--- config.mk ---
export PLATFORM = sky130hd
export DESIGN_NAME = ild_ddnn_sequencer
export DESIGN_NICKNAME = d
export VERILOG_FILES = /design/src/rtl/ild_ddnn_sequencer_pkg.sv /design/src/rtl/ild_ddnn_sequencer_xpt_counter.sv /design/src/rtl/ild_ddnn_sequencer.sv
export SDC_FILE = /design/constraint.sdc
export NUM_CORES = 1
export LEC_CHECK = 0
export CAP_MARGIN = 25
export CORE_MARGIN = 2
export CORE_UTILIZATION = 43
export CTS_BUF_LIST = sky130_fd_sc_hd__clkbuf_4 sky130_fd_sc_hd__clkbuf_8
export DETAILED_ROUTE_END_ITERATION = 6
export GPL_TIMING_DRIVEN = 0
export HOLD_SLACK_MARGIN = 0.06
export PLACE_DENSITY = 0.87
export SETUP_SLACK_MARGIN = 0.3
export SLEW_MARGIN = 15
export SYNTH_ARGS = -nofsm -noshare
export SYNTH_HDL_FRONTEND = slang
export SYNTH_SLANG_ARGS = --single-unit
--- constraint.sdc ---
create_clock -name clk -period 3.49 [get_ports clk]
set_input_delay 0.8725 -clock clk [delete_from_list [all_inputs] [get_ports clk]]
set_output_delay 0.8725 -clock clk [all_outputs]
set_load 0.01 [all_outputs]
--- src/rtl/ild_ddnn_sequencer_pkg.sv ---
// Shared definitions for the LD dd,nn sequencer: FSM state encoding,
// register-pair codes and the execution-phase counter width.
package ild_ddnn_sequencer_pkg;

   localparam int unsigned XptWidth = 5;

   typedef enum logic [2:0] {
      StIdle,
      StFetchLo,
      StWriteLo,
      StFetchHi,
      StWriteHi
   } state_e;

   typedef enum logic [1:0] {
      PairBc = 2'd0,
      PairDe = 2'd1,
      PairHl = 2'd2,
      PairSp = 2'd3
   } pair_e;

endpackage

--- src/rtl/ild_ddnn_sequencer_xpt_counter.sv ---
// Execution-phase counter fed back to the instruction decoder.
// Ports:
//   clk, reset  - clock, synchronous active-high reset
//   load_one    - force the count to 1 (start of a sequence)
//   incr        - increment, saturating at all-ones
//   clear       - force the count to 0 (highest priority after reset)
//   xpt/not_xpt - current count and its bitwise inverse
module xpt_counter
   import ild_ddnn_sequencer_pkg::*;
(
   input  logic                clk,
   input  logic                reset,
   input  logic                load_one,
   input  logic                incr,
   input  logic                clear,
   output logic [XptWidth-1:0] xpt,
   output logic [XptWidth-1:0] not_xpt
);

   localparam logic [XptWidth-1:0] XptMax = '1;
   localparam logic [XptWidth-1:0] XptOne = XptWidth'(1);

   logic [XptWidth-1:0] xpt_q, xpt_d;

   always_comb begin
      xpt_d = xpt_q;
      if (clear) begin
         xpt_d = '0;
      end else if (load_one) begin
         xpt_d = XptOne;
      end else if (incr && (xpt_q != XptMax)) begin
         xpt_d = xpt_q + XptOne;
      end
   end

   always_ff @(posedge clk) begin
      if (reset) begin
         xpt_q <= '0;
      end else begin
         xpt_q <= xpt_d;
      end
   end

   assign xpt     = xpt_q;
   assign not_xpt = ~xpt_q;

endmodule

--- src/rtl/ild_ddnn_sequencer.sv ---
// LD dd,nn sequencer: on a decoder start pulse, fetches the low then high
// immediate byte from memory at PC and writes them to the selected register
// pair, pulsing PC_Inc after each byte. A fetch that waits TIMEOUT_CYCLES
// without Mem_Ack aborts the sequence with a one-cycle Error pulse.
// Ports:
//   clk, reset                 - clock, synchronous active-high reset
//   P2_Set_ILDddnn_*_0         - start pulses (priority BC > DE > HL > SP)
//   PR_Reset_XPT               - clear XPT while idle
//   PC                         - program counter, used as fetch address
//   Mem_Ack, Mem_Data          - read data valid / read data
//   XPT, notXPT                - execution-phase counter and its inverse
//   Mem_Req, Mem_Addr          - read request / address
//   PC_Inc                     - PC increment pulse after each byte write
//   Reg_Write_Sel/Low/High/Data- register-pair write port
//   Busy, Done, Error          - status
module ild_ddnn_sequencer
   import ild_ddnn_sequencer_pkg::*;
#(
   parameter int unsigned TIMEOUT_CYCLES = 255
) (
   input  logic                clk,
   input  logic                reset,
   input  logic                P2_Set_ILDddnn_BC_0,
   input  logic                P2_Set_ILDddnn_DE_0,
   input  logic                P2_Set_ILDddnn_HL_0,
   input  logic                P2_Set_ILDddnn_SP_0,
   input  logic                PR_Reset_XPT,
   input  logic [15:0]         PC,
   input  logic                Mem_Ack,
   input  logic [7:0]          Mem_Data,
   output logic [XptWidth-1:0] XPT,
   output logic [XptWidth-1:0] notXPT,
   output logic                Mem_Req,
   output logic [15:0]         Mem_Addr,
   output logic                PC_Inc,
   output logic [1:0]          Reg_Write_Sel,
   output logic                Reg_Write_Low,
   output logic                Reg_Write_High,
   output logic [7:0]          Reg_Write_Data,
   output logic                Busy,
   output logic                Done,
   output logic                Error
);

   localparam logic [7:0] TimeoutVal = 8'(TIMEOUT_CYCLES);

   state_e     state_q, state_d;
   pair_e      pair_q, pair_d;
   logic [7:0] data_q, data_d;
   logic [7:0] wait_q, wait_d;
   logic       error_q, error_d;
   logic       xpt_load, xpt_incr, xpt_clear;
   logic       start_any;

   assign start_any = P2_Set_ILDddnn_BC_0 | P2_Set_ILDddnn_DE_0 |
                      P2_Set_ILDddnn_HL_0 | P2_Set_ILDddnn_SP_0;

   always_comb begin
      state_d        = state_q;
      pair_d         = pair_q;
      data_d         = data_q;
      wait_d         = wait_q;
      error_d        = 1'b0;
      xpt_load       = 1'b0;
      xpt_incr       = 1'b0;
      xpt_clear      = 1'b0;
      Mem_Req        = 1'b0;
      Mem_Addr       = '0;
      PC_Inc         = 1'b0;
      Reg_Write_Low  = 1'b0;
      Reg_Write_High = 1'b0;
      Reg_Write_Data = '0;
      Done           = 1'b0;

      unique case (state_q)
         StIdle: begin
            if (start_any) begin
               if (P2_Set_ILDddnn_BC_0) begin
                  pair_d = PairBc;
               end else if (P2_Set_ILDddnn_DE_0) begin
                  pair_d = PairDe;
               end else if (P2_Set_ILDddnn_HL_0) begin
                  pair_d = PairHl;
               end else begin
                  pair_d = PairSp;
               end
               xpt_load = 1'b1;
               state_d  = StFetchLo;
            end else if (PR_Reset_XPT) begin
               xpt_clear = 1'b1;
            end
         end

         StFetchLo, StFetchHi: begin
            Mem_Req  = 1'b1;
            Mem_Addr = PC;
            if (Mem_Ack) begin
               data_d   = Mem_Data;
               wait_d   = '0;
               xpt_incr = 1'b1;
               state_d  = (state_q == StFetchLo) ? StWriteLo : StWriteHi;
            end else if ((wait_q + 8'd1) == TimeoutVal) begin
               // Abort: no write, XPT back to 0, Error pulses in the idle cycle.
               wait_d    = '0;
               error_d   = 1'b1;
               xpt_clear = 1'b1;
               state_d   = StIdle;
            end else begin
               wait_d = wait_q + 8'd1;
            end
         end

         StWriteLo: begin
            Reg_Write_Low  = 1'b1;
            PC_Inc         = 1'b1;
            Reg_Write_Data = data_q;
            xpt_incr       = 1'b1;
            state_d        = StFetchHi;
         end

         StWriteHi: begin
            Reg_Write_High = 1'b1;
            PC_Inc         = 1'b1;
            Reg_Write_Data = data_q;
            Done           = 1'b1;
            xpt_clear      = 1'b1;
            state_d        = StIdle;
         end

         default: begin
            state_d = StIdle;
         end
      endcase
   end

   always_ff @(posedge clk) begin
      if (reset) begin
         state_q <= StIdle;
         pair_q  <= PairBc;
         data_q  <= '0;
         wait_q  <= '0;
         error_q <= 1'b0;
      end else begin
         state_q <= state_d;
         pair_q  <= pair_d;
         data_q  <= data_d;
         wait_q  <= wait_d;
         error_q <= error_d;
      end
   end

   xpt_counter u_xpt_counter (
      .clk      (clk),
      .reset    (reset),
      .load_one (xpt_load),
      .incr     (xpt_incr),
      .clear    (xpt_clear),
      .xpt      (XPT),
      .not_xpt  (notXPT)
   );

   assign Reg_Write_Sel = pair_q;
   assign Busy          = (state_q != StIdle);
   assign Error         = error_q;

endmodule

==> results of run 1 <==
## layout make-up
| class | instances | area [µm²] |
|---|---|---|
| Buffer | 9 | 57.6 |
| Clock buffer | 3 | 22.5 |
| Clock inverter | 1 | 7.51 |
| Fill cell | 291 | 1010 |
| Inverter | 12 | 48.8 |
| Multi-Input combinational cell | 144 | 863 |
| Sequential cell | 27 | 541 |
| Tap cell | 46 | 57.6 |
| Timing Repair Buffer | 73 | 731 |
## tightest hold or removal path, stage by stage, from the launching register on
cell     delay, ns
dfxtp_1       0.34
nand2_1       0.05
a21oi_1       0.05
## cell usage in the layout, fill, tap and decap left out, types with 4 or more instances in the layout
master            n
ha_1              4
o21ai_0           6
and2_1           16
nor2b_1           9
nor2_1           15
inv_1            11
clkdlybuf4s50_1  73
nand3_1          15
nand2_1          24
a21oi_1          13
dfxtp_1          27
clkbuf_1          4
## routing by layer
| layer | GRT usage [%] | wire length (µm) |
|---|---|---|
| met2 | 33.0 | 1800 |
| met4 | 6.67 | 38 |
| met5 | 0 | 0 |
| met3 | 3.93 | 250 |
| met1 | 22.0 | 1620 |
## sequential cells by signal, summed over array words and instances, names as in the netlist
signal / flops
data_q: 8
state_q: 3
u_xpt_counter.xpt: 5
Reg_Write_Sel: 2
Error: 1
wait_q: 8
## where the power goes
part | switching [mW] | internal [mW]
Sequential | 0.0145 | 0.324
Clock | 0.0999 | 0.0439
Combinational | 0.0908 | 0.117
Total | 0.205 | 0.485
## metrics by stage
stage	utilization, %	cells	power, mW	setup slack [ns]
after global placement	68.6	311	0.548	0.633
after global routing	69.8	315	0.728	0.309
after CTS	69.5	315	0.693	0.306
after floorplan	-	192	0.438	1.24
after detailed placement	68.6	311	0.552	0.629
final	69.8	315	0.690	0.469
## repair_timing
action | in CTS | in global routing
gates resized for setup | 0 | 4
hold buffers | 0 | 0
setup endpoints to repair | 0 | 25
## worst max-delay path by stage
stage                             from           endpoint  slack [ns]
2_1_floorplan  state_q[2]$_SDFFE_PP0P_  Reg_Write_Data[0]        1.24
3_3_place_gp                     PC[0]        Mem_Addr[0]        0.63
3_5_place_dp                     PC[0]        Mem_Addr[0]        0.63
4_1_cts        state_q[2]$_SDFFE_PP0P_  Reg_Write_Data[3]        0.31
5_1_grt        state_q[0]$_SDFFE_PP0P_        Mem_Addr[7]        0.31
6_report       state_q[2]$_SDFFE_PP0P_       Mem_Addr[10]        0.47
## kinds of logic after synthesis
group	synth area share, %
AOI/OAI and AO/OA	15.2
muxes	0.667
buffers and inverters	6.76
xor gates and xnor gates	2.92
adders and majority gates	3.34
and+or+nand+nor	35.1
DFF	36.0
==> flow_summary_export.csv, run 1 <==
group,metric,value,unit
outcome,outcome,"finished, final reports clean",
die,die_w,63.1,µm
logic_synthesis,synth_most_common_cell,"dfxtp_1",
finish,drive_gt1_share,6.69,%
detailed_routing,drcViolationCount,0,
setup_path,critPathBufInv,3,
sta,finalMaxSlewViolations,0,
setup_path,worstPathMaxFanout,10,
global_route,grt_usage,18.6,%
finish,antenna_cells,0,
logic_synthesis,avgSynthCellArea,7.81,µm²
placement,port-buffer-count,73,
sta,hold_viol_final,0,
detailed_routing,dr.pass1.iters,4,
die,pin_count,75,
setup_path,cp_cell_sequence,"nand2b_1 > clkinvlp_4 > clkbuf_1 > and2_1 > clkdlybuf4s50_1",
min_path,hold_path_depth,2,
detailed_routing,via_per_inst,5.01,
sta,fmax,0.331,GHz
setup_path,cp_num_cells,5,
logic_synthesis,yosysWarnings,0,
detailed_routing,wl,3710,µm
die,dieArea,3980,µm²
logic_synthesis,synthCells,192,
detailed_routing,antenna_left,0,
die,core_area,3340,µm²
clock_tree,postCtsSetupBuffers,0,
power_and_ir_drop,p_per_area,296,nW/µm²
sta,finalClockSkew,0.00386,ns
logic_synthesis,synth-seq-cells,27,
setup_path,crit_required,2.62,ns
min_path,hp-class,"reg2reg",
setup_path,arrival,2.15,ns
setup_path,critPathMaxStageDelay,0.47,ns
clock_tree,cts_tree,"done",
sta,tns,0,ns
finish,finalInstanceArea,2330,µm²
power_and_ir_drop,peakVddDrop,0.000160,V
setup_path,reg2reg_setup_slack,1.41,ns
sta,fin_hold_ws,0.462,ns
setup_path,crit_family,"buffers and inverters",
setup_path,r2r-start,"wait_q[0]$_SDFFE_PP0N_",
setup_path,end_kind,"output port",
logic_synthesis,synth_edf_count,0,
sta,period_share,86.6,%
sta,worstMarginPinSlew,0.592,ns
detailed_routing,wl_per_cell,11.8,µm
detailed_routing,vias,1577,
setup_path,path_class,"reg2out",
die,num_rows,21,
placement,hpwl,2870,µm
sta,period_needed,3.02,ns
placement,place_area,2290,µm²
logic_synthesis,netlist_top_cells_area,"dfxtp_1 36%, and2_1 6.7%, nand2_1 6.0%",
clock_tree,htree_levels,1,
placement,gp_congestion,0.755,
logic_synthesis,netlist_area,1500,µm²
min_path,hold_start,"data_q[0]$_SDFFE_PP0P_",
logic_synthesis,yosysSeqAreaShare,36.0,%
job,maxCapViolations,0,
clock_tree,numClockSinks,27,
finish,final_nets,306,
finish,area_growth,55.2,%
logic_synthesis,yosysTopAreaCell,"dfxtp_1",
global_route,grt_overflow,0,
logic_synthesis,synthesis.nets,228,
logic_synthesis,synth_top_area_share,36.0,%
power_and_ir_drop,p_leak,0.854,nW
global_route,antenna_found_initial,0,
sta,grt_setup_unrepaired,"false",
logic_synthesis,synthFlopType,"dfxtp_1",
clock_tree,clkTransAtPathRegs,0.15,ns
detailed_routing,drt_iter0_markers,45,
setup_path,reg2regPathDepth,7,
logic_synthesis,netlist_top_cells_count,"27 x dfxtp_1, 24 x nand2_1, 16 x and2_1",
setup_path,crit_slowest_cell,"dfxtp_1",
clock_tree,numCtsBuffers,3,
clock_tree,clk_path_buf_depth,2,
global_route,grt_max_degree,17,
die,start_util,45.0,%
global_route,grt_pass1_vias,1441,
clock_tree,clk_latency,0.33,ns
sta,finalSetupViolCount,0,
min_path,holdPathEnd,"data_q[0]$_SDFFE_PP0P_",
logic_synthesis,asyncSetResetFlopFracSynth,0,%
logic_synthesis,ys_types,39,
die,die-height,63.1,µm
global_route,grt_pass1_wl,6110,µm
setup_path,critPathLaunchType,"flop",
clock_tree,root_buffer,"clkbuf_4",
sta,relSlewSlack,60.4,%
setup_path,timing.rr.end,"wait_q[3]$_SDFFE_PP0N_",
Note: power is estimated with default switching activity, not from simulation.
==> run 2, diff against run 1 <==
--- a/config.mk
+++ b/config.mk
@@ -10,10 +10,8 @@
 export CORE_UTILIZATION = 43
 export CTS_BUF_LIST = sky130_fd_sc_hd__clkbuf_4 sky130_fd_sc_hd__clkbuf_8
 export DETAILED_ROUTE_END_ITERATION = 6
-export GPL_TIMING_DRIVEN = 0
 export HOLD_SLACK_MARGIN = 0.06
 export PLACE_DENSITY = 0.87
-export SETUP_SLACK_MARGIN = 0.3
 export SLEW_MARGIN = 15
 export SYNTH_ARGS = -nofsm -noshare
 export SYNTH_HDL_FRONTEND = slang
==> run 2 against run 1 <==
Cell count shrank 2.2%. Die area did not move. Clock skew is 0.0027 ns lower. Cell area is 2.1% lower. Critical path type unchanged. Critical endpoint unchanged.
==> flow_summary_export.csv, run 2 (synthesized netlist as in run 1, its figures left out) <==
group,metric,value,unit
finish,final_nets,299,
sta,relSlewSlack,61.5,%
outcome,outcome,"finished, final reports clean",
setup_path,path_class,"reg2out",
sta,finalMaxSlewViolations,0,
clock_tree,cts_tree,"done",
clock_tree,clk_latency,0.33,ns
die,core_area,3340,µm²
finish,finalInstanceArea,2280,µm²
sta,worstMarginPinSlew,0.576,ns
global_route,grt_pass1_wl,6230,µm
clock_tree,cts-resized-gates,0,
global_route,grt_max_degree,28,
power_and_ir_drop,power,681,µW
detailed_routing,via_per_inst,5.12,
finish,area_growth,52.0,%
global_route,antenna_found_initial,0,
placement,place_area,2250,µm²
clock_tree,postCtsSetupBuffers,0,
sta,grt_setup_unrepaired,"false",
finish,final_common_cell,"clkdlybuf4s50_1",
clock_tree,clkTransAtPathRegs,0.15,ns
die,pin_count,75,
global_route,use_met3,3.93,%
detailed_routing,drt_iter0_markers,25,
die,dieArea,3980,µm²
finish,multi_input_area,858,µm²
clock_tree,numClockSinks,27,
die,die-height,63.1,µm
clock_tree,root_buffer,"clkbuf_4",
job,maxCapViolations,0,
sta,finalClockSkew,0.00111,ns
detailed_routing,dr.pass1.iters,5,
placement,port-buffer-count,74,
global_route,use_met1,21.6,%
global_route,grt_overflow,0,
detailed_routing,vias,1578,
setup_path,arrival,2.35,ns
clock_tree,htree_levels,1,
die,start_util,45.0,%
power_and_ir_drop,p_per_area,299,nW/µm²
detailed_routing,antenna_left,0,
detailed_routing,drcViolationCount,0,
power_and_ir_drop,peakVddDrop,0.000149,V
min_path,hp-class,"reg2reg",
setup_path,crit_required,2.62,ns
global_route,use_met2,35.1,%
finish,nFillCells,291,
clock_tree,ctsHoldBuffers,0,
setup_path,worstPathMaxFanout,27,
sta,fin_hold_ws,0.458,ns
finish,drive_gt1_share,4.58,%
sta,hold_viol_final,0,
setup_path,end_kind,"output port",
power_and_ir_drop,p_leak,0.829,nW
global_route,grt_usage,19.1,%
global_route,grt_pass1_vias,1495,
sta,finalSetupViolCount,0,
setup_path,critPathLaunchType,"flop",
clock_tree,numCtsBuffers,3,
clock_tree,clk_path_buf_depth,2,
placement,gp_congestion,0.781,
placement,hpwl,2790,µm
die,die_w,63.1,µm
detailed_routing,wl,3630,µm
die,num_rows,21,
finish,regArea,541,µm²
finish,final_cell_mix,"74 x clkdlybuf4s50_1, 27 x dfxtp_1, 24 x nand2_1, 16 x and2_1",
global_route,busiest_layer,"met2",
detailed_routing,wl_per_cell,11.8,µm
finish,antenna_cells,0,
sta,period_needed,3.23,ns
sta,period_share,92.5,%
sta,fmax,0.310,GHz
sta,tns,0,ns
==> run 2: changes by cell type in the layout (fill, tap and decap cells not counted), sizes merged <==
| cell | previous run | this run |
|---|---|---|
| clkinv | 0 | 1 |
| clkinvlp | 2 | 1 |
| clkdlybuf4s50 | 73 | 74 |
| buf | 4 | 1 |
| clkbuf | 8 | 3 |
==> run 2: final timing paths <==
kind / slack (ns) / startpoint / endpoint / cells after the start
max: 0.26 / state_q[2]$_SDFFE_PP0P_ / Mem_Addr[10] / 4
min: 0.46 / data_q[5]$_SDFFE_PP0P_ / data_q[5]$_SDFFE_PP0P_ / 2
max reg2reg: 1.35 / wait_q[3]$_SDFFE_PP0N_ / wait_q[3]$_SDFFE_PP0N_ / 6
min reg2reg: 0.46 / data_q[5]$_SDFFE_PP0P_ / data_q[5]$_SDFFE_PP0P_ / 2
==> run 2: layout make-up <==
cell class	count	area share [%]
repair buffers	75	32.8
flip-flops and latches	27	23.7
clock buffers	3	0.988
clock inverters	1	0.329
inverters	12	1.98
multi-input cells	144	37.7
well taps	46	2.52
==> run 2: where the power goes <==
group          switching, mW  internal [mW]  leakage, nW
logic                 0.0880          0.115        0.596
clock network         0.0966         0.0440       0.0139
registers             0.0138          0.323        0.220
==> run 2: routing by layer <==
| layer | part of all wire (%) | vias up |
|---|---|---|
| met5 | 0 | - |
| met4 | 1.6 | 0 |
| met3 | 7.8 | 4 |
| met2 | 49 | 69 |
| met1 | 41 | 705 |
| li1 | - | 800 |
==> run 2: metrics by stage <==
step / setup slack, ns / utilization, % / std cells
global placement: 0.625 / 67.4 / 304
detailed placement: 0.608 / 67.4 / 304
finish: 0.263 / 68.3 / 308
global route: 0.0130 / 68.3 / 308
floorplan: 1.24 / - / 192
CTS: 0.217 / 68.3 / 308
==> run 2: worst max-delay path, cell delays in order, from the launching register on <==
cell and delay [ns]:
dfxtp_1 0.47, nand2b_1 0.20, clkinv_1 0.48, and2_1 0.38, clkdlybuf4s50_1 0.48
==> run 3, diff against run 2 <==
--- a/config.mk
+++ b/config.mk
@@ -9,10 +9,12 @@
 export CORE_MARGIN = 2
 export CORE_UTILIZATION = 43
 export CTS_BUF_LIST = sky130_fd_sc_hd__clkbuf_4 sky130_fd_sc_hd__clkbuf_8
+export CTS_CLUSTER_DIAMETER = 30
 export DETAILED_ROUTE_END_ITERATION = 6
 export HOLD_SLACK_MARGIN = 0.06
 export PLACE_DENSITY = 0.87
 export SLEW_MARGIN = 15
 export SYNTH_ARGS = -nofsm -noshare
 export SYNTH_HDL_FRONTEND = slang
+export SYNTH_HIERARCHICAL = 1
 export SYNTH_SLANG_ARGS = --single-unit
==> run 3 against run 2 <==
Wire length is 0.85% lower. Clock-buffer cell count stayed put. First-iteration DRC count rose by 68%. Fmax increased by 11%. Sequential cell count is the same. Critical path depth unchanged. Synthesized cell count shrank 1.6%. Via count shrank 0.82%.
==> flow_summary_export.csv, run 3 <==
group,metric,value,unit
power_and_ir_drop,power,687,µW
clock_tree,numCtsBuffers,3,
logic_synthesis,ys_types,44,
die,start_util,45.0,%
setup_path,crit_slowest_cell,"clkdlybuf4s50_1",
sta,finalSetupViolCount,0,
sta,finalClockSkew,0.000836,ns
finish,antenna_cells,0,
detailed_routing,drcViolationCount,0,
die,num_rows,21,
logic_synthesis,avgSynthCellArea,7.94,µm²
detailed_routing,wl_per_cell,11.8,µm
sta,finalMaxSlewViolations,0,
logic_synthesis,synth-seq-cells,27,
sta,relSlewSlack,65.5,%
sta,period_share,83.6,%
setup_path,arrival,2.05,ns
setup_path,crit_path_start,"state_q[0]$_SDFFE_PP0P_",
die,dieArea,3980,µm²
detailed_routing,dr.pass1.iters,4,
sta,period_needed,2.92,ns
placement,gp_congestion,0.777,
power_and_ir_drop,peakVddDrop,0.000140,V
clock_tree,cts-resized-gates,0,
setup_path,worstPathMaxFanout,20,
logic_synthesis,synth_top_area_share,36.0,%
logic_synthesis,synth_edf_count,0,
setup_path,crit_required,2.62,ns
placement,port-buffer-count,74,
detailed_routing,vias,1565,
finish,final_cell_mix,"74 x clkdlybuf4s50_1, 27 x dfxtp_1, 26 x and2_1, 21 x nand2_1, 15 x nor2_1",
logic_synthesis,yosysSeqAreaShare,36.0,%
finish,drive_gt1_share,4.62,%
sta,hold_viol_final,0,
global_route,antenna_found_initial,0,
logic_synthesis,yosysWarnings,6,
min_path,hold_start,"data_q[4]$_SDFFE_PP0P_",
clock_tree,clk_latency,0.32,ns
clock_tree,clkTransAtPathRegs,0.14,ns
clock_tree,cts_tree,"done",
setup_path,cp_cell_sequence,"nand2b_1 > inv_1 > and2_1 > clkdlybuf4s50_1",
die,core_area,3340,µm²
die,die-height,63.1,µm
placement,hpwl,2840,µm
logic_synthesis,synthCells,189,
finish,final_common_cell,"clkdlybuf4s50_1",
power_and_ir_drop,p_leak,0.854,nW
min_path,hp-class,"reg2reg",
logic_synthesis,asyncSetResetFlopFracSynth,0,%
sta,fmax,0.343,GHz
finish,final_nets,297,
finish,nFillCells,285,
setup_path,crit_family,"buffers and inverters",
logic_synthesis,netlist_area,1500,µm²
logic_synthesis,yosysTopAreaCell,"dfxtp_1",
clock_tree,root_buffer,"clkbuf_4",
global_route,grt_pass1_vias,1524,
setup_path,path_class,"reg2out",
clock_tree,clk_path_buf_depth,2,
logic_synthesis,synthesis.nets,225,
logic_synthesis,netlist_top_cells_count,"27 x dfxtp_1, 26 x and2_1, 21 x nand2_1",
global_route,grt_max_degree,21,
logic_synthesis,synthFlopType,"dfxtp_1",
global_route,grt_pass1_wl,6180,µm
sta,grt_setup_unrepaired,"false",
setup_path,critPathMaxStageDelay,0.54,ns
setup_path,end_kind,"output port",
logic_synthesis,netlist_top_cells_area,"dfxtp_1 36%, and2_1 11%, nand2_1 5.3%",
outcome,outcome,"finished, final reports clean",
detailed_routing,via_per_inst,5.11,
die,pin_count,75,
clock_tree,htree_levels,1,
sta,worstMarginPinSlew,0.515,ns
detailed_routing,antenna_left,0,
detailed_routing,wl,3600,µm
detailed_routing,drt_iter0_markers,42,
setup_path,critPathLaunchType,"flop",
logic_synthesis,synth_most_common_cell,"dfxtp_1",
clock_tree,postCtsSetupBuffers,0,
die,die_w,63.1,µm
clock_tree,numClockSinks,27,
sta,fin_hold_ws,0.460,ns
setup_path,critPathBufInv,2,
setup_path,r2r-start,"wait_q[0]$_SDFFE_PP0N_",
power_and_ir_drop,p_per_area,299,nW/µm²
finish,area_growth,53.0,%
clock_tree,ctsHoldBuffers,0,
sta,tns,0,ns
global_route,grt_usage,18.6,%
global_route,grt_overflow,0,
job,maxCapViolations,0,
[run 3: changes by cell type after synthesis, moves of 3 or more]
cell and change:
and2_1 +10, nand2_1 -3, nand3_1 -12, nor2b_1 -8, o21ai_1 +4, or3_1 +3
[run 3: final timing paths]
| check | slack, ns | endpoint | depth (start not counted) |
|---|---|---|---|
| min | 0.46 | data_q[4]$_SDFFE_PP0P_ | 2 |
| max | 0.57 | Mem_Addr[6] | 4 |
| max reg2reg | 1.25 | u_xpt_counter/xpt[2]$_SDFFE_PP0P_ | 7 |
| min reg2reg | 0.46 | data_q[4]$_SDFFE_PP0P_ | 2 |
[run 3: routing by layer]
| metal | GRT usage (%) | routed length [µm] |
|---|---|---|
| met4 | 6.67 | 53 |
| met1 | 22.0 | 1500 |
| met5 | 0 | 0 |
| met3 | 3.57 | 314 |
| met2 | 33.4 | 1730 |
[run 3: metrics by stage]
step                      cells  instance area [µm²]  utilization [%]  setup slack, ns
after global placement      302                 2270             68.0            0.635
after detailed placement    302                 2270             68.0            0.630
after floorplan             189                 1500                -             1.32
after global routing        306                 2300             68.8            0.410
final                       306                 2300             68.8            0.571
after CTS                   306                 2300             68.8            0.542
[run 3: worst min-delay path, delay by kind of cell, from the launching register on]
family / cells / cell delay, ns
and+or+nand+nor: 1 / 0.05
AOI/OAI and AO/OA: 1 / 0.05
DFF: 1 / 0.33
[run 3: logic make-up after synthesis]
group / synth area share (%)
xor gates and xnor gates: 3.50
adders and majority gates: 3.34
DFF: 36.0
muxes: 2.75
and+or+nand+nor: 33.7
buffers and inverters: 5.25
AOI/OAI and AO/OA: 15.4
[run 3: power by group]
part           internal (mW)  total, mW  switching, mW
logic                  0.123      0.214         0.0907
registers              0.324      0.339         0.0151
clock network         0.0429      0.134         0.0910
[run 3: area by class of cell]
type / instances / area (µm²) / share of cell area, %
Timing Repair Buffer: 75 / 748 / 32.6
Clock inverter: 1 / 5.00 / 0.218
Sequential cell: 27 / 541 / 23.5
Inverter: 11 / 41.3 / 1.80
Multi-Input combinational cell: 143 / 881 / 38.4
Tap cell: 46 / 57.6 / 2.51
Clock buffer: 3 / 22.5 / 0.981
